--- src/rtl/tx_arbiter.sv ---
// tx_arbiter: one-byte holding slot per requester, drained into a single UART transmitter.
// Define TX_ARB_FIXED_PRIO_EN for lowest-index-wins arbitration; default is round-robin.

module tx_arbiter #(
  parameter int unsigned NREQ = 2,
  parameter int unsigned DW   = 8
) (
  input  logic                     clk,
  input  logic                     reset,
  input  logic [NREQ-1:0]          req_valid,
  input  logic [NREQ*DW-1:0]       req_data,
  output logic [NREQ-1:0]          req_busy,
  output logic [NREQ-1:0]          ovf,
  input  logic [NREQ-1:0]          ovf_clr,
  output logic                     tx_req,
  output logic [DW-1:0]            tx_data,
  input  logic                     tx_busy,
  output logic [$clog2(NREQ)-1:0]  grant
);

  localparam int unsigned GW = $clog2(NREQ);

  typedef enum logic [1:0] {StIdle, StIssue, StWaitBusy, StWaitDone} state_e;

  state_e          state_q, state_d;
  logic [GW-1:0]   grant_q, grant_d, winner;
  logic [DW-1:0]   tx_data_q, tx_data_d;
  logic [1:0]      quiet_q, quiet_d;
  logic [NREQ-1:0] slot_valid_q, slot_valid_d;
  logic [NREQ-1:0] ovf_q, ovf_d;
  logic [NREQ-1:0] issue_clr, capture;
  logic [DW-1:0]   slot_q [NREQ];

  // A strobe into a full slot (including the one being issued) is dropped and flagged.
  assign capture      = req_valid & ~slot_valid_q;
  assign slot_valid_d = capture | (slot_valid_q & ~issue_clr);
  assign ovf_d        = ~ovf_clr & (ovf_q | (req_valid & slot_valid_q));

  always_comb begin
    winner = grant_q;
`ifdef TX_ARB_FIXED_PRIO_EN
    for (int i = NREQ - 1; i >= 0; i--) begin
      if (slot_valid_q[i]) winner = GW'(i);
    end
`else
    // Walk backwards so the nearest full slot after grant_q is the last one written.
    for (int k = NREQ; k >= 1; k--) begin
      if (slot_valid_q[(32'(grant_q) + 32'(k)) % NREQ]) begin
        winner = GW'((32'(grant_q) + 32'(k)) % NREQ);
      end
    end
`endif
  end

  always_comb begin
    state_d   = state_q;
    grant_d   = grant_q;
    tx_data_d = tx_data_q;
    quiet_d   = quiet_q;
    issue_clr = '0;
    unique case (state_q)
      StIdle: begin
        if ((|slot_valid_q) && !tx_busy) begin
          grant_d   = winner;
          tx_data_d = slot_q[winner];
          state_d   = StIssue;
        end
      end
      StIssue: begin
        issue_clr[grant_q] = 1'b1;
        quiet_d            = 2'd0;
        state_d            = StWaitBusy;
      end
      StWaitBusy: begin
        // Give up after the pulse plus three quiet cycles; the byte is not retried.
        if (tx_busy) begin
          state_d = StWaitDone;
        end else if (quiet_q == 2'd2) begin
          state_d = StIdle;
        end else begin
          quiet_d = quiet_q + 2'd1;
        end
      end
      StWaitDone: begin
        if (!tx_busy) state_d = StIdle;
      end
      default: state_d = StIdle;
    endcase
  end

  always_ff @(posedge clk or negedge reset) begin
    if (!reset) begin
      state_q      <= StIdle;
      grant_q      <= GW'(NREQ - 1);
      tx_data_q    <= '0;
      quiet_q      <= 2'd0;
      slot_valid_q <= '0;
      ovf_q        <= '0;
    end else begin
      state_q      <= state_d;
      grant_q      <= grant_d;
      tx_data_q    <= tx_data_d;
      quiet_q      <= quiet_d;
      slot_valid_q <= slot_valid_d;
      ovf_q        <= ovf_d;
    end
  end

  always_ff @(posedge clk or negedge reset) begin
    if (!reset) begin
      for (int i = 0; i < NREQ; i++) slot_q[i] <= '0;
    end else begin
      for (int i = 0; i < NREQ; i++) begin
        if (capture[i]) slot_q[i] <= req_data[i*DW +: DW];
      end
    end
  end

  assign req_busy = slot_valid_q;
  assign ovf      = ovf_q;
  assign tx_req   = (state_q == StIssue);
  assign tx_data  = tx_data_q;
  assign grant    = grant_q;

endmodule

--- config.mk ---
export PLATFORM = sky130hd
export DESIGN_NAME = tx_arbiter
export DESIGN_NICKNAME = d
export VERILOG_FILES = /design/src/rtl/tx_arbiter.sv
export SDC_FILE = /design/constraint.sdc
export NUM_CORES = 1
export LEC_CHECK = 0
export ABC_AREA = 0
export ABC_CLOCK_PERIOD_IN_PS = 2200
export CAP_MARGIN = 0
export CORE_MARGIN = 2
export CORE_UTILIZATION = 35
export CTS_CLUSTER_DIAMETER = 50
export DETAILED_ROUTE_END_ITERATION = 10
export PLACE_DENSITY = 0.68
export SLEW_MARGIN = 15
export SYNTH_ARGS = -nofsm -noshare
export SYNTH_HDL_FRONTEND = slang
export SYNTH_SLANG_ARGS = --single-unit
--- constraint.sdc ---
create_clock -name clk -period 2.2 [get_ports clk]
set_input_delay 0.44 -clock clk [delete_from_list [all_inputs] [get_ports clk]]
set_output_delay 0.44 -clock clk [all_outputs]
set_load 0.01 [all_outputs]
==> results.py <==
metrics = {
    "placed_design": {
        "place_ws_ns": 0.227,
        "dpl_cell_area_um2": 1960,
        "io_buffers": 36,
        "gp_routability_congestion": 0.817,
        "place_inst": 221,
        "hpwl_mm": 2.50,
    },
    "timing": {
        "hold_violations": 0,
        "layout_min_cycle_time_ns": 2.05,
        "relSlewSlack_pct": 72.3,
        "clock_skew_ns": 0.00401,
        "finalSetupTns_ns": 0,
        "maxSlewViolCount": 0,
        "max_freq_mhz": 489,
        "worst_slack_ns": 0.153,
        "post-route-period-util_pct": 93.0,
        "rsz0062_at_grt": "no",
        "worst_slew_pin_slew_ns": 0.415,
        "setup_viol": 0,
    },
    "die": {
        "initial_core_util_pct": 35.9,
        "die-height_um": 70.6,
        "die_w_um": 70.6,
        "io_pins": 37,
        "die_area_um2": 4980,
        "rows": 24,
        "coreArea_um2": 4320,
    },
    "clock_network": {
        "cts_buffers": 5,
        "insertion_delay_ns": 0.29,
        "ctsHtreeMaxLevel": 2,
        "clockRootBuffer": "clkbuf_8",
        "cts.repair.resized": 0,
        "cts_tree": "built",
        "holdBufCountCts": 0,
        "cts_sinks": 33,
        "ctsLongestPathBuffers": 2,
        "post_cts_buffers": 0,
        "clkTransAtPathRegs_ns": 0.07,
    },
    "min_path": {
        "holdPathStages": 1,
        "worstHoldStart": "quiet_q[0]",
        "min_path_type": "reg -> reg",
        "hold-path-endpoint": "quiet_q[0]",
    },
    "setup_path": {
        "worstSetupEndpointType": "output port",
        "r2r-start": "state_q[0]",
        "worst-r2r-setup-slack_ns": 0.46,
        "crit_path_start_kind": "register",
        "path_max_fanout": 5,
        "crit_path_cell_trace": "inv_1, ha_1, clkdlybuf4s50_1",
        "cp.required_ns": 1.76,
        "arrival_ns": 1.61,
        "crit_slowest_cell": "clkdlybuf4s50_1",
        "rr_endpoint": "state_q[1]",
        "crit_type": "reg -> out",
        "slowest_delay_ns": 0.55,
        "reg2reg_depth": 5,
    },
    "global_routing": {
        "overflow": 0,
        "antenna_found_initial": 0,
        "grt_pass1_wl_mm": 5.60,
        "grt_max_degree": 34,
        "grt_pass1_vias": 1240,
        "globalRouteTotalUtil_pct": 14.6,
    },
    "job": {
        "drv_cap": 0,
    },
    "synthesis": {
        "syn_area_um2": 1550,
        "synth_area_per_cell_um2": 11.3,
        "seq_area_frac_synth_pct": 53.3,
        "ys_warn_count": 0,
        "synth_area_leader_cell": "dfrtp_1",
        "yosysUniqueCellTypes": 28,
        "ys_ff_latch": 33,
        "syn_inst": 137,
        "synthTopCellsByArea": "dfrtp_1 52%, mux2_2 12%, ha_1 4.8%",
        "syn_nets": 166,
        "synth.top_cell.area_share_pct": 51.6,
    },
    "detailed_routing": {
        "drt-initial-drc-count": 42,
        "dr_total_vias": 1205,
        "routed_wl_mm": 3.34,
        "drt_first_pass_iters": 4,
        "ant_nets": 0,
        "via_per_inst": 5.29,
        "wl_per_cell_um": 14.6,
        "drc": 0,
    },
    "pwr": {
        "leakage_nw": 0.840,
        "p_per_area_nw_per_um2": 1390,
        "finalPower_mw": 2.88,
        "ir_drop_mv": 0.561,
    },
    "finish": {
        "antenna_cells": 0,
        "drive_gt1_share_pct": 18.2,
        "fin_cells": 228,
        "post-route-cell-area_um2": 2070,
        "final_nets": 205,
        "areaGrowthSynthToFinish_pct": 33.3,
        "fill_cells": 428,
    },
    "outcome": {
        "outcome": "finished clean",
    },
}
## stage by stage
step / util, % / hold slack, ns
5_1_grt: 47.8 / 0.493
4_1_cts: 47.8 / 0.460
3_3_place_gp: 45.4 / 0.440
6_report: 47.8 / 0.462
2_1_floorplan: - / 0.144
3_5_place_dp: 45.4 / 0.451
## registers in the layout, summed over array words and instances (netlist names)
| register | count |
|---|---|
| quiet_q | 2 |
| grant | 1 |
| req_busy | 2 |
| ovf | 2 |
| state_q | 2 |
| slot_q | 16 |
| tx_data | 8 |
## synth_stat cells
master,count
dfrtp_1,32
mux2_2,16
a21oi_1,13
o21ai_0,12
a31oi_1,11
nand3_1,9
ha_1,6
inv_1,6
nor2_1,5
buf_2,4
nor2b_1,3
a41oi_1,2
clkbuf_1,2
nand2b_1,2
a41oi_2,1
and2_1,1
and2b_1,1
buf_4,1
dfstp_2,1
nand2_1,1
nor3b_1,1
o21ba_2,1
o21bai_1,1
o221a_2,1
o2bb2ai_1,1
or3_1,1
or3b_2,1
or3b_4,1
## metal layers
metal	routed length [um]	track usage [%]	vias up	part of all wire, %
met5	0	0	-	0
met4	52	5.03	0	1.6
met3	180	4.84	8	5.4
met2	1660	23.8	37	50
met1	1440	18.2	586	43
li1	-	-	574	-
## layout make-up
class	count	area, um2	share of cell area, %
Multi-Input combinational cell	91	667	32.2
Tap cell	52	65.1	3.15
Sequential cell	33	827	40.0
Timing Repair Buffer	39	383	18.5
Clock buffer	5	68.8	3.33
Clock inverter	2	35.0	1.69
Inverter	6	22.5	1.09
## power by group
| part | total (mW) | leakage [nW] | switching (mW) | internal (mW) |
|---|---|---|---|---|
| logic | 1.21 | 0.400 | 0.561 | 0.646 |
| registers | 1.13 | 0.386 | 0.222 | 0.903 |
| clock network | 0.549 | 0.0540 | 0.220 | 0.329 |
## worst max-delay path by stage
stage / to / slack [ns] / start / cells past startpoint
after floorplan: state_q[1] / 0.64 / state_q[0] / 5
after global placement: tx_data[0] / 0.30 / tx_busy / 4
after detailed placement: tx_data[3] / 0.23 / tx_busy / 4
after CTS: tx_req / 0.15 / state_q[1] / 3
after global routing: tx_req / 0.10 / state_q[1] / 3
final: tx_req / 0.15 / state_q[1] / 3
## cells in the final DEF, fill, tap and decap left out, drive strengths merged
master          n
inv             6
clkdlybuf4s50  36
ha              6
and2b           1
dfrtp          32
a21oi          13
mux2           16
dfstp           1
nand2b          2
nand2           1
buf             3
nor2            5
o21ai          12
clkinv          1
o221a           1
or3b            2
o2bb2ai         1
nor2b           3
o21ba           1
or3             1
a41oi           3
o21bai          1
bufinv          1
nand3           9
nor3b           1
a31oi          11
and2            1
clkbuf          5
## critical path: cells and delay by family, from the launching register on
kind	cells	cell delay, ns
fa+ha+maj	1	0.20
buf+inv	2	0.68
flops	1	0.44
## kinds of logic after synthesis
logic type               Yosys count  synth area share [%]
flip-flops                        33                  53.3
buffers and inverters             13                  3.71
AND/OR/NAND/NOR                   26                  9.44
adder cells (fa/ha/maj)            6                  4.84
AO/OA/AOI/OAI                     43                  17.1
multiplexers                      16                  11.6
Note: power is estimated with default switching activity, not from simulation.
